[config.mk]
export PLATFORM = sky130hd
export DESIGN_NAME = serial_subtractor
export DESIGN_NICKNAME = d
export VERILOG_FILES = /design/src/rtl/serial_subtractor_pkg.sv /design/src/rtl/serial_subtractor_full_sub.sv /design/src/rtl/serial_subtractor.sv
export SDC_FILE = /design/constraint.sdc
export NUM_CORES = 1
export LEC_CHECK = 0
export ABC_AREA = 1
export BUFFER_PORTS_ARGS = -buffer_cell sky130_fd_sc_hd__buf_2
export CORE_UTILIZATION = 34
export CTS_CLUSTER_DIAMETER = 50
export DETAILED_ROUTE_END_ITERATION = 10
export PLACE_DENSITY = 0.57
export RECOVER_POWER = 50
export SLEW_MARGIN = 20
export SYNTH_ARGS = -nofsm -noshare
export SYNTH_HDL_FRONTEND = slang
export SYNTH_SLANG_ARGS = --single-unit
[constraint.sdc]
create_clock -name clk -period 1.5 [get_ports clk]
set_input_delay 0.375 -clock clk [delete_from_list [all_inputs] [get_ports clk]]
set_output_delay 0.375 -clock clk [all_outputs]
set_load 0.05 [all_outputs]
[src/rtl/serial_subtractor_pkg.sv]
// ----------------------------------------------------------------------------
// serial_subtractor_pkg
// Shared definitions for the bit-serial subtractor:
//   - default operand width
//   - FSM state encoding (legacy constants plus a typed enum built on them)
//   - bit-counter width helper
// ----------------------------------------------------------------------------
package serial_subtractor_pkg;

    localparam int DEFAULT_WIDTH = 8;

    // Raw encodings kept as plain constants so older code that compares
    // against literal state codes keeps working.
    localparam logic [0:0] S_IDLE = 1'b0;
    localparam logic [0:0] S_RUN  = 1'b1;

    typedef enum logic [0:0] {
        ST_IDLE = S_IDLE,
        ST_RUN  = S_RUN
    } state_e;

    // Counter must be able to hold WIDTH (it increments once past the last
    // bit), hence clog2(WIDTH+1). Guard against a degenerate width.
    function automatic int cnt_width(input int w);
        return (w < 1) ? 1 : $clog2(w + 1);
    endfunction

endpackage

[src/rtl/serial_subtractor_full_sub.sv]
// ----------------------------------------------------------------------------
// full_sub
// 1-bit full subtractor computing x - y - bin, built from gate primitives.
// Ports:
//   x    in  minuend bit
//   y    in  subtrahend bit
//   bin  in  borrow in
//   d    out difference bit  = x ^ y ^ bin
//   bout out borrow out      = (~x & y) | (~(x ^ y) & bin)
// ----------------------------------------------------------------------------
module full_sub (
    input  wire x,
    input  wire y,
    input  wire bin,
    output wire d,
    output wire bout
);

    wire x_xor_y;
    wire x_n;
    wire xy_n;
    wire gen_b;   // borrow generated by this bit (x=0, y=1)
    wire prop_b;  // incoming borrow passed through (x == y)

    xor u_x0 (x_xor_y, x, y);
    xor u_x1 (d, x_xor_y, bin);

    not u_n0 (x_n, x);
    and u_a0 (gen_b, x_n, y);

    not u_n1 (xy_n, x_xor_y);
    and u_a1 (prop_b, xy_n, bin);

    or  u_o0 (bout, gen_b, prop_b);

endmodule

[src/rtl/serial_subtractor.sv]
// ----------------------------------------------------------------------------
// serial_subtractor
// Bit-serial two's-complement subtractor: diff = a - b, LSB first, one bit
// per clock, using a single full_sub cell.
// Parameters:
//   WIDTH       operand/result width (1..32)
// Ports:
//   clk         in   rising-edge clock
//   rst_n       in   asynchronous active-low reset
//   start       in   request, only honoured while idle
//   a, b        in   operands, captured on an accepted start
//   busy        out  operation in progress
//   done        out  one-cycle pulse, results valid
//   diff        out  a - b mod 2^WIDTH, held until the next accepted start
//   borrow_out  out  unsigned borrow (a < b)
//   overflow    out  signed overflow of a - b
// ----------------------------------------------------------------------------
module serial_subtractor
    import serial_subtractor_pkg::*;
#(
    parameter int WIDTH = DEFAULT_WIDTH
) (
    input  logic             clk,
    input  logic             rst_n,
    input  logic             start,
    input  logic [WIDTH-1:0] a,
    input  logic [WIDTH-1:0] b,
    output logic             busy,
    output logic             done,
    output logic [WIDTH-1:0] diff,
    output logic             borrow_out,
    output logic             overflow
);

    localparam int CW = cnt_width(WIDTH);

    // ------------------------------------------------------------------
    // State
    // ------------------------------------------------------------------
    state_e           state_q, state_d;
    logic [WIDTH-1:0] sa_q, sa_d;
    logic [WIDTH-1:0] sb_q, sb_d;
    logic [WIDTH-1:0] diff_q, diff_d;
    logic             bin_q, bin_d;
    logic [CW-1:0]    cnt_q, cnt_d;
    logic             amsb_q, amsb_d;
    logic             bmsb_q, bmsb_d;
    logic             done_q, done_d;
    logic             bo_q, bo_d;
    logic             ov_q, ov_d;

    // ------------------------------------------------------------------
    // Bit cell
    // ------------------------------------------------------------------
    wire d_bit;
    wire bout_bit;

    full_sub u_fs (
        .x    (sa_q[0]),
        .y    (sb_q[0]),
        .bin  (bin_q),
        .d    (d_bit),
        .bout (bout_bit)
    );

    // Result register shifts right with the new bit entering at the MSB, so
    // after WIDTH shifts bit 0 of the result sits at diff[0].
    logic [WIDTH-1:0] diff_shift;

    generate
        if (WIDTH == 1) begin : g_shift_w1
            assign diff_shift = d_bit;
        end else begin : g_shift_wn
            assign diff_shift = {d_bit, diff_q[WIDTH-1:1]};
        end
    endgenerate

    logic last_bit;
    assign last_bit = (cnt_q == CW'(WIDTH - 1));

    // ------------------------------------------------------------------
    // Next-state logic
    // ------------------------------------------------------------------
    always_comb begin
        state_d = state_q;
        sa_d    = sa_q;
        sb_d    = sb_q;
        diff_d  = diff_q;
        bin_d   = bin_q;
        cnt_d   = cnt_q;
        amsb_d  = amsb_q;
        bmsb_d  = bmsb_q;
        bo_d    = bo_q;
        ov_d    = ov_q;
        done_d  = 1'b0;       // done is a single-cycle pulse

        case (state_q)
            ST_IDLE: begin
                if (start) begin
                    state_d = ST_RUN;
                    sa_d    = a;
                    sb_d    = b;
                    bin_d   = 1'b0;
                    cnt_d   = '0;
                    // Operand sign bits are kept aside because sa/sb are
                    // shifted away by the time the overflow flag is formed.
                    amsb_d  = a[WIDTH-1];
                    bmsb_d  = b[WIDTH-1];
                end
            end

            ST_RUN: begin
                diff_d = diff_shift;
                sa_d   = sa_q >> 1;
                sb_d   = sb_q >> 1;
                bin_d  = bout_bit;
                cnt_d  = cnt_q + 1'b1;
                if (last_bit) begin
                    state_d = ST_IDLE;
                    done_d  = 1'b1;
                    bo_d    = bout_bit;
                    // Signed overflow: operands of differing sign and the
                    // result sign differs from the minuend.
                    ov_d    = (amsb_q != bmsb_q) && (d_bit != amsb_q);
                end
            end

            default: begin
                state_d = ST_IDLE;
            end
        endcase
    end

    // ------------------------------------------------------------------
    // Registers
    // ------------------------------------------------------------------
    always_ff @(posedge clk or negedge rst_n) begin
        if (!rst_n) begin
            state_q <= ST_IDLE;
            sa_q    <= '0;
            sb_q    <= '0;
            diff_q  <= '0;
            bin_q   <= 1'b0;
            cnt_q   <= '0;
            amsb_q  <= 1'b0;
            bmsb_q  <= 1'b0;
            done_q  <= 1'b0;
            bo_q    <= 1'b0;
            ov_q    <= 1'b0;
        end else begin
            state_q <= state_d;
            sa_q    <= sa_d;
            sb_q    <= sb_d;
            diff_q  <= diff_d;
            bin_q   <= bin_d;
            cnt_q   <= cnt_d;
            amsb_q  <= amsb_d;
            bmsb_q  <= bmsb_d;
            done_q  <= done_d;
            bo_q    <= bo_d;
            ov_q    <= ov_d;
        end
    end

    // ------------------------------------------------------------------
    // Outputs
    // ------------------------------------------------------------------
    assign busy       = (state_q == ST_RUN);
    assign done       = done_q;
    assign diff       = diff_q;
    assign borrow_out = bo_q;
    assign overflow   = ov_q;

    // ------------------------------------------------------------------
    // Internal consistency checks
    // ------------------------------------------------------------------
    a_done_idle : assert property (@(posedge clk) disable iff (!rst_n)
        done |-> !busy);

    a_cnt_range : assert property (@(posedge clk) disable iff (!rst_n)
        busy |-> (32'(cnt_q) < WIDTH));

endmodule

==> flow_summary.json, run 1 <==
{
  "yosysTopAreaCellShare_pct": 57.52,
  "area_delta_synth_final_pct": 19.15,
  "cp-start-kind": "register",
  "die_x_um": 68.92,
  "final_util_pct": 43.78,
  "clock-root-buffer": "sky130_fd_sc_hd__clkbuf_8",
  "yosys_warning_total": 0,
  "worst_setup_hold_path_clk_slew_ps": 70,
  "synth_top_area_cell": "sky130_fd_sc_hd__dfrtp_1",
  "critical_path.top_delay_family": "flip-flops",
  "timing_max_transition_violations_final": 0,
  "synth.most_common_cell": "sky130_fd_sc_hd__nand2_1",
  "cp-startpoint": "busy",
  "drt_iter0_drc": 87,
  "drive_above_1_share_pct": 22.01,
  "post_cts_resize_count": 0,
  "grt_pass1_vias": 1094,
  "final.period_utilization_pct": 87.86,
  "tritoncts_num_sinks": 35,
  "maxSlewHeadroom_pct": 43.86,
  "post_synth_num_cell_types": 20,
  "global_route_wire_length_before_repair_mm": 4.892,
  "yosys-top-cells-area": "sky130_fd_sc_hd__dfrtp_1 (58%), sky130_fd_sc_hd__nand2_1 (21%), sky130_fd_sc_hd__nand3_1 (4.6%)",
  "static-leakage-power_nw": 0.9923,
  "wl_per_cell_um": 10.90,
  "tritoncts": "done",
  "status": "completed",
  "cp_num_cells": 1,
  "worstSkewPairLatency_ps": 280,
  "antenna_found_initial": 0,
  "grt_overflow_total": 0,
  "ys_top_cells_by_count": "sky130_fd_sc_hd__nand2_1 (86), sky130_fd_sc_hd__dfrtp_1 (35), sky130_fd_sc_hd__nand3_1 (14)",
  "timing.critical_path.arrival_ps": 940,
  "initial_core_util_pct": 36.75,
  "syn-num-nets": 194,
  "slowest_cell_delay_on_critical_path_ps": 380,
  "antenna_violating_nets_post_route": 0,
  "cts_hold_buf": 0,
  "synth_enable_flop_cells": 0,
  "core_region_area_sq_um": 4144,
  "syn-instance-count": 173,
  "timing.critical_path.buf_inv": 1,
  "critPathMaxFanout": 4,
  "worstReg2RegEnd": "overflow",
  "gp_congestion": 0.7070,
  "buffer_ports.inserted": 30,
  "cp_cell_instances": "buf_2",
  "power-per-cell-area_nw_per_um2": 2234,
  "io_pins": 31,
  "firstDrtPassIters": 4,
  "worst_case_reg_to_reg_path_depth": 7,
  "worst_slew_pin_slew_ps": 842.1,
  "crit_required_ps": 1120,
  "routed-via-count": 1161,
  "row_count": 23,
  "area_used_by_multi_input_combinational_logic_sq_um": 549.3,
  "hpwl_mm": 1.965,
  "post_cts_buffers": 0,
  "dieHeight_um": 68.92,
  "synthFlopType": "sky130_fd_sc_hd__dfrtp_1",
  "seqCellArea_sq_um": 875.8,
  "rrSetupSlack_ps": 190,
  "cts_inserted_buffers": 5,
  "vdd_ir_drop_max_mv": 0.8607,
  "post-route-drc-count": 0,
  "pin_count_of_the_biggest_net_entering_global_routing": 36,
  "fill_cells": 440,
  "totalNegativeSetupSlack_ps": 0,
  "crit-reg2reg-launch": "sb_q[0]",
  "max_capacitance_violation_count": 0,
  "synth-seq-cells": 35,
  "seq_area_frac_synth_pct": 57.52,
  "pwr-share-seq_pct": 38.8,
  "grt_usage_pct": 14.52,
  "finalNetCount": 229,
  "cellInternalPower_mw": 2.275,
  "clk_path_buf_depth": 2,
  "timing.critical_path.to_type": "output port",
  "fmax_mhz": 758.8,
  "post_synth_instance_area_sq_um": 1523,
  "synth.avg_cell_area_sq_um": 8.802,
  "diodes": 0,
  "ctsHtreeMaxLevel": 2,
  "setup_violations": 0,
  "die-area_sq_um": 4750,
  "synthArstFlopShare_pct": 100.0,
  "worst_hold_check_path_type": "primary input to asynchronous set/reset pin",
  "layout_min_cycle_time_ps": 1318,
  "setup_repair_after_global_routing_missed_its_margin": "no",
  "switching_share_pct": 43.88,
  "pwr-share-comb_pct": 43.2,
  "switching_power_mw": 1.779,
  "via_per_inst": 4.483,
  "crit_type": "register to output port",
  "postRouteWirelength_mm": 2.824,
  "final_hold_viol_count": 0,
  "cpMaxStageDelayCell": "sky130_fd_sc_hd__dfrtp_1",
  "clock_power_share_pct": 18.1,
  "clk_skew_ps": 4.271
}
## cell usage in the layout (no fill, tap or decap), drive strengths merged, types with 2 or more instances in the layout
master / Yosys / routed
clkbuf: 0 / 9
nand3: 15 / 15
o22ai: 2 / 2
nand2: 86 / 86
o21ai: 5 / 5
dfrtp: 35 / 35
inv: 13 / 13
nor2: 6 / 6
buf: 6 / 33
## registers in the layout, indices dropped and copies added (netlist names)
register / count
bmsb_q: 1
amsb_q: 1
sb_q: 8
borrow_out: 1
diff: 8
busy: 1
done: 1
bin_q: 1
cnt_q: 4
overflow: 1
sa_q: 8
## power by group through the flow
| stage | logic, mW | registers [mW] | clock network [mW] |
|---|---|---|---|
| 2_1_floorplan | 0.894 | 2.06 | 0 |
| 3_3_place_gp | 1.76 | 1.58 | 0 |
| 3_5_place_dp | 1.78 | 1.59 | 0 |
| 4_1_cts | 1.78 | 1.57 | 0.756 |
| 5_1_grt | 1.95 | 1.62 | 0.795 |
| 6_report | 1.75 | 1.57 | 0.732 |
## metal layers
metal  vias up  wire length, um  part of all wire [%]  GRT usage, %
met3         7              169                   6.0         4.605
met1       516             1315                    47         18.42
met5         -                0                     0             0
met4         0               55                   1.9         6.888
li1        605                -                     -             -
met2        33             1283                    45         22.33
## cell type report
cell class | count | area share (%)
tap | 50 | 3.448
timing repair buffer | 34 | 9.793
inverter | 13 | 2.690
multi-input combinational | 119 | 30.28
clock buffer | 8 | 5.517
sequential | 35 | 48.28
## worst max-delay path by stage
| stage | end |
|---|---|
| after floorplan | diff[7] |
| after global placement | overflow |
| after detailed placement | overflow |
| after CTS | busy |
| after global routing | overflow |
| final | busy |
## logic make-up after synthesis
logic type	Yosys count	share of synthesized area, %
fa+ha+maj	2	2.136
compound gates	9	3.286
buf+inv	19	6.408
flops	35	57.52
simple gates	108	30.65
## metrics by stage
stage	instance area [sq um]	instances	worst slack [ps]	hold slack, ps	power [mW]
after global placement	1717	251	205.1	442.3	3.344
after global routing	1814	259	87.21	302.9	4.370
final	1814	259	182.2	265.5	4.054
after floorplan	1523	173	162.5	79.41	2.956
after CTS	1817	259	161.9	131.0	4.113
after detailed placement	1717	251	192.9	436.2	3.364
No activity file was read; power rests on OpenSTA's default activity.
==> run 2: changes to the inputs <==
--- a/config.mk
+++ b/config.mk
@@ -7,10 +7,10 @@
 export LEC_CHECK = 0
 export ABC_AREA = 1
 export BUFFER_PORTS_ARGS = -buffer_cell sky130_fd_sc_hd__buf_2
-export CORE_UTILIZATION = 34
+export CORE_UTILIZATION = 53
 export CTS_CLUSTER_DIAMETER = 50
 export DETAILED_ROUTE_END_ITERATION = 10
-export PLACE_DENSITY = 0.57
+export PLACE_DENSITY = 0.8
 export RECOVER_POWER = 50
 export SLEW_MARGIN = 20
 export SYNTH_ARGS = -nofsm -noshare
==> constraint.sdc (replaced) <==
create_clock -name clk -period 1.5 [get_ports clk]
set_input_delay 0.375 -clock clk [delete_from_list [all_inputs] [get_ports clk]]
set_output_delay 0.375 -clock clk [all_outputs]
set_load 0.1 [all_outputs]
==> run 2 against run 1 <==
  * Die area shrank 35%
  * First-iteration DRC count down 49%
  * Critical path depth did not move
  * Sequential cell count unchanged
  * Largest cell class unchanged
==> flow_summary.json, run 2 (synthesized netlist as in run 1, its figures left out) <==
{
  "status": "completed",
  "cts_inserted_buffers": 5,
  "cp-start-kind": "register",
  "worst_setup_hold_path_clk_slew_ps": 110,
  "buffer_ports.inserted": 30,
  "slowest_cell_delay_on_critical_path_ps": 390,
  "cp-startpoint": "diff[7]",
  "fmax_mhz": 707.8,
  "pin_count_of_the_biggest_net_entering_global_routing": 21,
  "area_delta_synth_final_pct": 20.05,
  "tritoncts": "done",
  "cp_cell_instances": "buf_4",
  "worst_hold_check_path_type": "primary input to register",
  "hpwl_mm": 2.139,
  "row_count": 19,
  "layout_common_cells": "sky130_fd_sc_hd__nand2_1 (86), sky130_fd_sc_hd__dfrtp_1 (34), sky130_fd_sc_hd__buf_2 (18)",
  "clock-root-buffer": "sky130_fd_sc_hd__clkbuf_4",
  "totalNegativeSetupSlack_ps": 0,
  "grt_pass1_vias": 1287,
  "post-route-drc-count": 0,
  "crit_required_ps": 1120,
  "timing_max_transition_violations_final": 0,
  "clk_path_buf_depth": 2,
  "finalNetCount": 230,
  "worst_slew_pin_slew_ps": 487.4,
  "grt_usage_pct": 22.03,
  "timing.critical_path.arrival_ps": 1040,
  "gp_congestion": 0.7749,
  "die_x_um": 55.60,
  "global_route_wire_length_before_repair_mm": 5.223,
  "initial_core_util_pct": 55.70,
  "via_per_inst": 5.054,
  "drive_above_1_share_pct": 22.38,
  "critPathMaxFanout": 3,
  "layout_min_cycle_time_ps": 1413,
  "dieHeight_um": 55.60,
  "final_hold_viol_count": 0,
  "drt_iter0_drc": 44,
  "timing.critical_path.to_type": "output port",
  "maxSlewHeadroom_pct": 67.51,
  "final_common_cell": "sky130_fd_sc_hd__nand2_1",
  "critical_path.top_delay_family": "flip-flops",
  "wl_per_cell_um": 12.44,
  "tritoncts_num_sinks": 35,
  "timing.critical_path.buf_inv": 1,
  "firstDrtPassIters": 4,
  "diodes": 0,
  "setup_violations": 0,
  "antenna_violating_nets_post_route": 0,
  "cpMaxStageDelayCell": "sky130_fd_sc_hd__dfrtp_1",
  "crit_type": "register to output port",
  "ctsHtreeMaxLevel": 2,
  "clk_skew_ps": 7.816,
  "max_capacitance_violation_count": 0,
  "fill_cells": 238,
  "setup_repair_after_global_routing_missed_its_margin": "no",
  "hp-start": "b[5]",
  "io_pins": 31,
  "grt_overflow_total": 0,
  "crit-reg2reg-launch": "sb_q[0]",
  "routed-via-count": 1218,
  "core_region_area_sq_um": 2734,
  "postRouteWirelength_mm": 2.997,
  "final.period_utilization_pct": 94.19,
  "antenna_found_initial": 0,
  "die-area_sq_um": 3091,
  "worstSkewPairLatency_ps": 340
}
-- run 2: metrics by stage --
stage	util, %	setup WS (ps)	instances	hold slack (ps)	area, sq um
after global routing	66.87	34.93	241	230.4	1828
after detailed placement	62.70	154.9	231	314.4	1714
after CTS	67.60	68.94	241	230.4	1848
final	66.87	87.20	241	236.4	1828
after floorplan	-	101.7	173	79.41	1524
after global placement	62.70	209.2	231	304.9	1714
-- run 2: final cells by class --
cell class,count,area [sq um],share of cell area (%)
Clock buffer,6,51.30,2.806
Timing Repair Buffer,35,227.7,12.46
Multi-Input combinational cell,119,546.8,29.91
Tap cell,31,38.79,2.122
Inverter,13,48.80,2.669
Sequential cell,35,879.6,48.12
Clock inverter,2,35.03,1.916
-- run 2: path summary, 6_finish.rpt --
path | endpoint | slack, ps | cells past startpoint
max | diff[7] | 90 | 1
min | sb_q[5] | 240 | 3
max reg2reg | overflow | 140 | 7
min reg2reg | borrow_out | 480 | 2
max in group asynchronous | sb_q[1] | 250 | 3
min in group asynchronous | borrow_out | 460 | 2
-- run 2: tightest hold or removal path, delay by kind of cell --
kind | cells | cell delay, ps
buffers and inverters | 1 | 70
AND/OR/NAND/NOR | 2 | 100
-- run 2: per-layer routing --
| metal | up-vias | share of wire (%) | track usage (%) |
|---|---|---|---|
| met5 | - | 0 | 0 |
| met4 | 0 | 1.8 | 13.93 |
| met3 | 7 | 3.2 | 4.884 |
| met2 | 27 | 51 | 37.87 |
| met1 | 576 | 44 | 24.68 |
| li1 | 608 | - | - |
-- run 2: timing repair --
item,4_1_cts,5_1_grt
buffers inserted,1,0
resized for setup,12,0
hold buffers,1,0
hold endpoints to repair,15,0
setup endpoints to repair,12,0
Power of run 2 is not shown: default switching activity piles up to over one toggle a cycle in this logic, so the estimate is an artifact.
